[src/rtl/hazard_controller_pkg.sv]
// Shared types and encodings for the pipeline hazard controller.
package hazard_controller_pkg;

    typedef enum logic {
        RUN     = 1'b0,
        MEMWAIT = 1'b1
    } state_t;

    localparam logic [1:0] FWD_RF  = 2'b00;
    localparam logic [1:0] FWD_WB  = 2'b01;
    localparam logic [1:0] FWD_MEM = 2'b10;

    localparam logic [1:0] RESULT_LOAD = 2'b01;

endpackage

[src/rtl/hazard_controller_forward.sv]
// Operand forwarding select for one Execute-stage source register.
module forward_unit
    import hazard_controller_pkg::*;
#(
    parameter int ADDRESS_WIDTH = 5
) (
    input  logic [ADDRESS_WIDTH-1:0] RsE,
    input  logic [ADDRESS_WIDTH-1:0] RdM,
    input  logic [ADDRESS_WIDTH-1:0] RdW,
    input  logic                     RegWriteM,
    input  logic                     RegWriteW,
    output logic [1:0]               Forward
);

    // Memory is the younger producer, so it wins over Writeback; x0 never forwards.
    always_comb begin
        Forward = FWD_RF;
        if (RegWriteM && (RdM != '0) && (RdM == RsE))
            Forward = FWD_MEM;
        else if (RegWriteW && (RdW != '0) && (RdW == RsE))
            Forward = FWD_WB;
    end

endmodule

[src/rtl/hazard_controller.sv]
// Pipeline hazard controller: forwarding, load-use/branch/memory-wait stalls and
// flushes, memory timeout detection and stall/flush performance counters.
module hazard_controller
    import hazard_controller_pkg::*;
#(
    parameter int ADDRESS_WIDTH = 5,
    parameter int CNT_WIDTH     = 32,
    parameter int TIMEOUT       = 255
) (
    input  logic                     CLK,
    input  logic                     RSTn,
    input  logic [ADDRESS_WIDTH-1:0] Rs1D,
    input  logic [ADDRESS_WIDTH-1:0] Rs2D,
    input  logic [ADDRESS_WIDTH-1:0] Rs1E,
    input  logic [ADDRESS_WIDTH-1:0] Rs2E,
    input  logic [ADDRESS_WIDTH-1:0] RdE,
    input  logic [1:0]               ResultSrcE,
    input  logic                     PCSrcE,
    input  logic [ADDRESS_WIDTH-1:0] RdM,
    input  logic [ADDRESS_WIDTH-1:0] RdW,
    input  logic                     RegWriteM,
    input  logic                     RegWriteW,
    input  logic                     MemReqM,
    input  logic                     MemReadyM,
    input  logic                     CntClr,
    output logic                     StallF,
    output logic                     StallD,
    output logic                     StallE,
    output logic                     StallM,
    output logic                     FlushD,
    output logic                     FlushE,
    output logic                     FlushW,
    output logic [1:0]               ForwardAE,
    output logic [1:0]               ForwardBE,
    output logic                     MemErr,
    output logic [CNT_WIDTH-1:0]     StallCnt,
    output logic [CNT_WIDTH-1:0]     FlushCnt
);

    localparam int WW = $clog2(TIMEOUT + 2);
    localparam logic [WW-1:0] WAIT_MAX  = WW'(TIMEOUT);
    localparam logic [WW-1:0] WAIT_LAST = WW'(TIMEOUT - 1);

    state_t          state, state_nxt;
    logic [WW-1:0]   wait_cnt;
    logic            load_use;
    logic            mem_stall;

    forward_unit #(.ADDRESS_WIDTH(ADDRESS_WIDTH)) u_fwd_a (
        .RsE       (Rs1E),
        .RdM       (RdM),
        .RdW       (RdW),
        .RegWriteM (RegWriteM),
        .RegWriteW (RegWriteW),
        .Forward   (ForwardAE)
    );

    forward_unit #(.ADDRESS_WIDTH(ADDRESS_WIDTH)) u_fwd_b (
        .RsE       (Rs2E),
        .RdM       (RdM),
        .RdW       (RdW),
        .RegWriteM (RegWriteM),
        .RegWriteW (RegWriteW),
        .Forward   (ForwardBE)
    );

    assign load_use  = (ResultSrcE == RESULT_LOAD) && (RdE != '0) &&
                       ((RdE == Rs1D) || (RdE == Rs2D));
    assign mem_stall = MemReqM && !MemReadyM;

    always_ff @(posedge CLK or negedge RSTn) begin
        if (!RSTn)
            state <= RUN;
        else
            state <= state_nxt;
    end

    always_comb begin
        state_nxt = state;
        unique case (state)
            RUN:     if (mem_stall) state_nxt = MEMWAIT;
            MEMWAIT: if (MemReadyM || !MemReqM) state_nxt = RUN;
            default: state_nxt = RUN;
        endcase
    end

    // Stall/flush decode is purely combinational on the inputs, independent of state.
    always_comb begin
        {StallF, StallD, StallE, StallM} = '0;
        {FlushD, FlushE, FlushW}         = '0;
        if (mem_stall) begin
            {StallF, StallD, StallE, StallM} = '1;
            FlushW = 1'b1;
        end else if (PCSrcE) begin
            FlushD = 1'b1;
            FlushE = 1'b1;
        end else if (load_use) begin
            StallF = 1'b1;
            StallD = 1'b1;
            FlushE = 1'b1;
        end
    end

    // Holding the counter at zero throughout RUN gives the clear-on-entry behaviour.
    always_ff @(posedge CLK or negedge RSTn) begin
        if (!RSTn) begin
            wait_cnt <= '0;
            MemErr   <= 1'b0;
        end else begin
            if (state == RUN)
                wait_cnt <= '0;
            else if (mem_stall && (wait_cnt != WAIT_MAX))
                wait_cnt <= wait_cnt + 1'b1;

            if (CntClr)
                MemErr <= 1'b0;
            else if ((state == MEMWAIT) && mem_stall && (wait_cnt == WAIT_LAST))
                MemErr <= 1'b1;
        end
    end

    always_ff @(posedge CLK or negedge RSTn) begin
        if (!RSTn) begin
            StallCnt <= '0;
            FlushCnt <= '0;
        end else if (CntClr) begin
            StallCnt <= '0;
            FlushCnt <= '0;
        end else begin
            if (StallF) StallCnt <= StallCnt + CNT_WIDTH'(1);
            if (FlushE) FlushCnt <= FlushCnt + CNT_WIDTH'(1);
        end
    end

endmodule
[config.mk]
export PLATFORM = sky130hd
export DESIGN_NAME = hazard_controller
export DESIGN_NICKNAME = d
export VERILOG_FILES = /design/src/rtl/hazard_controller_pkg.sv /design/src/rtl/hazard_controller_forward.sv /design/src/rtl/hazard_controller.sv
export SDC_FILE = /design/constraint.sdc
export NUM_CORES = 1
export LEC_CHECK = 0
export ABC_CLOCK_PERIOD_IN_PS = 2600
export CORE_MARGIN = 1
export CORE_UTILIZATION = 49
export CTS_CLUSTER_DIAMETER = 150
export CTS_CLUSTER_SIZE = 16
export DETAILED_ROUTE_END_ITERATION = 16
export GPL_ROUTABILITY_DRIVEN = 0
export HOLD_SLACK_MARGIN = 0.12
export PLACE_DENSITY = 0.77
export SLEW_MARGIN = 40
export SYNTH_ARGS = -nofsm -noshare
export SYNTH_HDL_FRONTEND = slang
export SYNTH_SLANG_ARGS = --single-unit
[constraint.sdc]
create_clock -name CLK -period 2.6 [get_ports CLK]
set_clock_uncertainty 0.1 [all_clocks]
set_input_delay 0.39 -clock CLK [delete_from_list [all_inputs] [get_ports CLK]]
set_output_delay 0.39 -clock CLK [all_outputs]
set_load 0.02 [all_outputs]
==> parameters.txt, run 1 <==
Parameter                              Value

Pwr
  Max rail drop VDD    ~0.34 mV
  P per Cell Area    411 nW/µm²
  Leakage power    about 2.5 nW
  Overall power    about 2.6 mW

STA
  Sum of negative setup slack    0 ns
  Crit path time final    2.56 ns
  Setup repair after global routing missed its margin    true
  Count of final max-slew check failures    0
  Final setup vio count    0
  Highest attainable clock frequency    between 0.3 and 0.4 GHz
  Worst rel slew slack    0.536
  Final worst-path cycle share    0.985
  Number of hold-slack violations in the final timing report    0
  Transition at the pin with the smallest max-transition slack    about 0.70 ns
  Tightest hold margin    0.427 ns

Setup path
  Buffering stage count on the worst path with inverters included    3
  Crit path max-delay family    buffers and inverters
  Crit-path max FO    4
  Kind of critical path    in -> out
  Crit-path cells    clkdlybuf4s50_1 > or4_4 > o21ai_4 > inv_2 > a31o_2 > buf_2
  Register-to-Register Setup Slack    0.30 ns
  Critical path origin    RdE[1]
  Data required time of the worst path    2.11 ns
  Worst setup EP type    primary output
  Critical path startpoint category    primary input
  Origin of the critical flop-to-flop path    FlushCnt[4]
  CP max stage cell    sky130_fd_sc_hd__or4_4
  Slowest Stage Delay on Critical Path    0.56 ns
  Data arrival time at the worst-slack endpoint    2.07 ns
  End of the worst register-to-register path    FlushCnt[27]
  Depth of the worst register-to-register path    5

Global route
  Tot GR Track Use    0.258
  Pin count of the biggest net entering global routing    76
  Initial antenna violation count    0
  Wire length of the first global-routing pass    20300 µm
  Overflow after GRT    0
  Via count of the first global-routing pass    4333

Detailed routing
  Number of routed nets with antenna violations    0
  Count of unresolved DRC violations after routing    0
  DR vias/cell    between 5 and 6
  Initial DRC Count    around 140
  Routed wire length    approximately 12000 µm
  Total via count in the routed design    approximately 4400
  Wire length per cell after detailed routing    around 16 µm
  DR pass1 iterations    4

Clock tree
  Max clock buf depth    2
  Cell chosen for the clock root    sky130_fd_sc_hd__clkbuf_8
  Total clock sinks    75
  Insertion delay to the later sink of the worst-skew pair    between 0.3 and 0.4 ns
  TritonCTS clock tree    done
  Clock Pin Slew Worst Setup and Hold Paths    0.09 ns
  Htree depth    3
  Total clock buffers created by CTS    9

Logic synthesis
  Number of enable flip-flop cells after synthesis    0
  Yosys Warn Count    0
  Primary FF master, synth    sky130_fd_sc_hd__dfrtp_1
  Async set-reset flop share out of synthesis    1.00
  Cell area after synthesis    approximately 4500 µm²
  Syn_nets    ~540
  Number of different library cells in the post-synthesis netlist    46
  Sequential-to-total area share from yosys stat    0.420
  Synthesized netlist cell count    487
  Number of storage elements in the synthesis netlist    75
  Syn_area_per_cell    between 9 and 10 µm²

Layout
  Non-filler instance count after layout    roughly 750
  Post-Layout Inst Area    6340 µm²
  Proportion of layout cells with a drive suffix above 1    0.138
  Post-layout net count    690
  Antenna cell count    0
  Synthesis-to-layout area growth    41.8%

Placed design
  Area after detailed placement    between 6000 and 7000 µm²
  Detailed Place HPWL    about 8500 µm
  PortBufs    120
  Inst Count DP    approximately 740

Min path
  Start point of the worst min-delay path    CntClr
  Number of cells on the worst hold path    2
  End of the worst hold path    StallCnt[20]
  Worst min path class    in -> reg

Floorplanning
  Placement Rows    34
  I/O Pins    ~120
  Core region area    about 8800 µm²
  Initial Util    0.510
  Die footprint    around 9500 µm²
  Vertical die dimension    a little under 100 µm
  Die W    approximately 98 µm

Flow run
  Max capacitance violation total    0

Run status
  Status    complete, no violations
==> area by class of cell <==
type	count	area (µm²)
multi-input combinational	371	2440
fill	679	2430
sequential	75	1880
timing repair buffer	167	1590
tap	108	135
clock buffer	10	128
clock inverter	6	113
inverter	16	60.1
==> cells in the final DEF (no fill, tap or decap), types with 9 or more instances in the layout <==
cell type                         Yosys  layout
sky130_fd_sc_hd__xor2_1              15      15
sky130_fd_sc_hd__inv_1               14      14
sky130_fd_sc_hd__buf_4                7      44
sky130_fd_sc_hd__or4_1               29      27
sky130_fd_sc_hd__nor2_1              16      16
sky130_fd_sc_hd__and3_1               9       9
sky130_fd_sc_hd__or3_1               32      32
sky130_fd_sc_hd__o21ai_1             13      14
sky130_fd_sc_hd__nand4_1             11      11
sky130_fd_sc_hd__o31ai_1             24      24
sky130_fd_sc_hd__nand3_1             26      26
sky130_fd_sc_hd__xnor2_1             23      23
sky130_fd_sc_hd__o21ai_0             20      18
sky130_fd_sc_hd__clkbuf_8             0       9
sky130_fd_sc_hd__a21oi_1             57      57
sky130_fd_sc_hd__and2_1               9       9
sky130_fd_sc_hd__clkdlybuf4s50_1      0     109
sky130_fd_sc_hd__nand2_1             30      30
sky130_fd_sc_hd__dfrtp_1             75      75
==> synth_stat cells, types with 4 or more instances <==
cell type	n	area, µm²
sky130_fd_sc_hd__dfrtp_1	75	1880
sky130_fd_sc_hd__a21oi_1	57	285
sky130_fd_sc_hd__or3_1	32	200
sky130_fd_sc_hd__nand2_1	30	113
sky130_fd_sc_hd__or4_1	29	218
sky130_fd_sc_hd__nand3_1	26	130
sky130_fd_sc_hd__o31ai_1	24	180
sky130_fd_sc_hd__xnor2_1	23	201
sky130_fd_sc_hd__o21ai_0	20	100
sky130_fd_sc_hd__nor2_1	16	60.1
sky130_fd_sc_hd__xor2_1	15	131
sky130_fd_sc_hd__inv_1	14	52.6
sky130_fd_sc_hd__o21ai_1	13	65.1
sky130_fd_sc_hd__nand4_1	11	68.8
sky130_fd_sc_hd__and2_1	9	56.3
sky130_fd_sc_hd__and3_1	9	56.3
sky130_fd_sc_hd__clkbuf_1	9	33.8
sky130_fd_sc_hd__buf_4	7	52.6
sky130_fd_sc_hd__buf_2	6	30.0
sky130_fd_sc_hd__nor3_1	6	30.0
sky130_fd_sc_hd__and4_1	5	43.8
sky130_fd_sc_hd__ha_1	5	62.6
sky130_fd_sc_hd__nor4_1	5	31.3
sky130_fd_sc_hd__nand2b_1	4	25.0
==> metrics by stage <==
step | setup slack, ns | util
finish | 0.0399 | 0.723
global route | -0.0472 | 0.723
global placement | -0.482 | 0.690
CTS | -0.0354 | 0.718
floorplan | 0.103 | -
detailed placement | -0.598 | 0.690
==> sequential cells by signal, indices dropped and copies added (netlist names) <==
name      cells
MemErr        1
state         1
StallCnt     32
wait_cnt      9
FlushCnt     32
==> layer usage <==
metal  global-route usage  part of all wire  vias to the layer above
li1                     -                 -                     2122
met1                0.320              0.43                     2140
met2                0.447              0.50                      118
met3               0.0655             0.063                       15
met4               0.0656             0.011                        0
met5                    0                 0                        -
==> timing repair <==
action | in CTS | in global routing
setup buffers | 1 | 0
setup endpoints to repair | 7 | 12
endpoints found under the hold margin | 75 | 0
gates resized for setup | 29 | 10
pin swaps | 1 | 4
hold buffers | 1 | 0
==> cell families after synthesis <==
family / after synthesis / share of synthesized area
simple gates: 195 / 0.264
compound gates: 129 / 0.173
flops: 75 / 0.420
buf+inv: 41 / 0.0453
xor+xnor: 38 / 0.0744
fa+ha+maj: 5 / 0.0140
mux: 4 / 0.00952
==> power by group <==
part           internal [mW]  switching [mW]  total [mW]
registers               1.17         0.00902        1.18
clock network          0.642           0.467        1.11
logic                  0.157           0.156       0.313
total                   1.97           0.632        2.60
==> worst max-delay path by stage <==
| stage | to | slack, ns | depth (start not counted) |
|---|---|---|---|
| 2_1_floorplan | ForwardAE[0] | 0.10 | 4 |
| 3_3_place_gp | ForwardAE[0] | -0.48 | 6 |
| 5_1_grt | ForwardAE[0] | -0.05 | 6 |
| 6_report | StallF | 0.04 | 6 |
| 3_5_place_dp | ForwardAE[0] | -0.60 | 6 |
| 4_1_cts | ForwardAE[0] | -0.04 | 6 |
No activity file was read; power rests on OpenSTA's default activity.
==> run 2: changes to the inputs <==
--- a/config.mk
+++ b/config.mk
@@ -6,6 +6,7 @@
 export NUM_CORES = 1
 export LEC_CHECK = 0
 export ABC_CLOCK_PERIOD_IN_PS = 2600
+export CAP_MARGIN = 15
 export CORE_MARGIN = 1
 export CORE_UTILIZATION = 49
 export CTS_CLUSTER_DIAMETER = 150
==> results of run 2 <==
Same layout as run 1: the final DEF is identical, and so are final timing and power.
==> run 3: changes to the inputs <==
--- a/config.mk
+++ b/config.mk
@@ -15,6 +15,7 @@
 export GPL_ROUTABILITY_DRIVEN = 0
 export HOLD_SLACK_MARGIN = 0.12
 export PLACE_DENSITY = 0.77
+export SKIP_CTS_REPAIR_TIMING = 1
 export SLEW_MARGIN = 40
 export SYNTH_ARGS = -nofsm -noshare
 export SYNTH_HDL_FRONTEND = slang
==> run 3 against run 2 <==
Against the previous run: global-route usage fell by 0.19 points; die area is the same; critical path type unchanged; cell count shrank 0.13%; core utilization is essentially flat; sequential power about the same; non-clock buffer count fell by 1; sequential share of layout area barely moved.
==> parameters.txt, run 3 (synthesis gave the netlist of run 1 again) <==
Parameter                              Value

Layout
  Antenna cell count    0 (unchanged)
  Most common cell after layout, fill and taps aside    sky130_fd_sc_hd__clkdlybuf4s50_1
  Highest-count cells in the layout ignoring fill and taps    sky130_fd_sc_hd__clkdlybuf4s50_1, sky130_fd_sc_hd__dfrtp_1, sky130_fd_sc_hd__a21oi_1
  Proportion of layout cells with a drive suffix above 1    0.135 (-0.00289)
  Synthesis-to-layout area growth    41.8% (about the same)
  Post-layout net count    689 (-0.14%)
  Post-Layout Inst Area    6340 µm² (about the same)
  Largest registers    FlushCnt x32, StallCnt x32, wait_cnt x9

Global route
  Pin count of the biggest net entering global routing    76 (unchanged)
  Initial antenna violation count    0 (unchanged)
  Wire length of the first global-routing pass    20100 µm (-0.65%)
  Tot GR Track Use    0.256 (-0.00186)
  Overflow after GRT    0 (unchanged)
  Via count of the first global-routing pass    4312 (-0.48%)

STA
  Setup repair after global routing missed its margin    true
  Number of hold-slack violations in the final timing report    0 (unchanged)
  Count of final max-slew check failures    0 (unchanged)
  Transition at the pin with the smallest max-transition slack    0.698 ns (+0.00107 ns)
  Final worst-path cycle share    0.999 (+0.0139)
  Highest attainable clock frequency    0.385 GHz (-1.4%)
  Final setup vio count    0 (unchanged)
  Sum of negative setup slack    0 ns (unchanged)
  Crit path time final    2.60 ns (+0.0360 ns)
  Worst rel slew slack    0.535 (-0.000711)

Pwr
  Max rail drop VDD    0.340 mV (about the same)
  P per Cell Area    411 nW/µm² (about the same)
  Leakage power    2.51 nW (+0.28%)

Placed design
  PortBufs    120 (unchanged)
  Detailed Place HPWL    8500 µm (unchanged)
  Area after detailed placement    6050 µm² (unchanged)

Flow run
  Max capacitance violation total    0 (unchanged)

Floorplanning
  Vertical die dimension    97.5 µm (unchanged)
  Die W    97.5 µm (unchanged)
  Placement Rows    34 (unchanged)
  Initial Util    0.510 (unchanged)
  I/O Pins    121 (unchanged)
  Die footprint    9510 µm² (unchanged)
  Core region area    8760 µm² (unchanged)

Clock tree
  Clock Pin Slew Worst Setup and Hold Paths    0.09 ns (about the same)
  TritonCTS clock tree    done
  Total clock sinks    75 (unchanged)
  Max clock buf depth    2 (unchanged)
  Total clock buffers created by CTS    9 (unchanged)
  Insertion delay to the later sink of the worst-skew pair    0.35 ns (about the same)
  Cell chosen for the clock root    sky130_fd_sc_hd__clkbuf_8
  Htree depth    3 (unchanged)

Setup path
  Worst setup EP type    primary output
  Register-to-Register Setup Slack    0.29 ns (about the same)
  Kind of critical path    in -> out
  Crit-path max FO    2 (-2)
  Data arrival time at the worst-slack endpoint    2.11 ns (+0.04 ns)
  Data required time of the worst path    2.11 ns (about the same)
  Critical path startpoint category    primary input

Detailed routing
  DR pass1 iterations    4 (unchanged)
  Wire length per cell after detailed routing    16.2 µm (+0.71%)
  Initial DRC Count    147 (+8.9%)
  Number of routed nets with antenna violations    0 (unchanged)
  Total via count in the routed design    4379 (-0.36%)
  Routed wire length    12200 µm (+0.58%)
  DR vias/cell    5.82 (-0.23%)
  Count of unresolved DRC violations after routing    0 (unchanged)

Min path
  Worst min path class    in -> reg

Run status
  Status    complete, no violations
==> run 3: cell count changes in the layout (fill, tap and decap cells not counted), sizes merged <==
cell           before  now
buf                53   50
clkbuf             10   12
clkdlybuf4s50     109  111
dlygate4sd2         2    0
==> run 3: worst max-delay path: stages <==
cell and delay, ns:
sky130_fd_sc_hd__clkdlybuf4s50_1 0.43, sky130_fd_sc_hd__or4_4 0.56, sky130_fd_sc_hd__o21ai_4 0.15, sky130_fd_sc_hd__nor4_1 0.10, sky130_fd_sc_hd__nor4_1 0.26, sky130_fd_sc_hd__buf_2 0.20
==> run 3: area by class of cell <==
class | instances | area [µm²]
repair buffers | 166 | 1580
inverters | 16 | 60.1
multi-input cells | 371 | 2450
well taps | 108 | 135
flip-flops and latches | 75 | 1880
fillers | 676 | 2420
clock inverters | 6 | 113
clock buffers | 10 | 128
==> run 3: layer usage <==
metal,vias to the layer above,wire [µm],share of wire,global-route usage
met5,-,0,0,0
met4,0,119,0.0098,0.0645
met3,13,683,0.056,0.0655
met2,110,6110,0.50,0.443
met1,2141,5250,0.43,0.318
li1,2115,-,-,-
==> run 3: per-stage QoR <==
step	hold slack, ns	util	cells	power [mW]	worst slack [ns]
after floorplan	-0.00559	-	487	1.32	0.103
after global placement	0.383	0.690	735	1.50	-0.482
after detailed placement	0.367	0.690	735	1.51	-0.598
after CTS	-0.00531	0.718	751	2.60	-0.591
after global routing	0.443	0.723	752	2.68	-0.0492
final	0.430	0.723	752	2.60	0.00388
==> run 3: path summary, 6_finish.rpt <==
check                       startpoint      endpoint  depth (start not counted)
min in group asynchronous         RSTn  FlushCnt[21]                          2
setup / recovery                RdM[2]  ForwardBE[0]                          6
hold reg to reg                 MemErr        MemErr                          2
setup reg to reg           FlushCnt[4]  FlushCnt[27]                          5
hold / removal                  CntClr  StallCnt[20]                          2
max in group asynchronous         RSTn  StallCnt[17]                          2
==> run 3: power breakdown <==
part | leakage (nW) | switching (mW) | total, mW | internal (mW)
logic | 1.34 | 0.157 | 0.314 | 0.157
clock network | 0.121 | 0.465 | 1.11 | 0.642
registers | 1.04 | 0.00905 | 1.18 | 1.17
total | 2.51 | 0.632 | 2.60 | 1.97
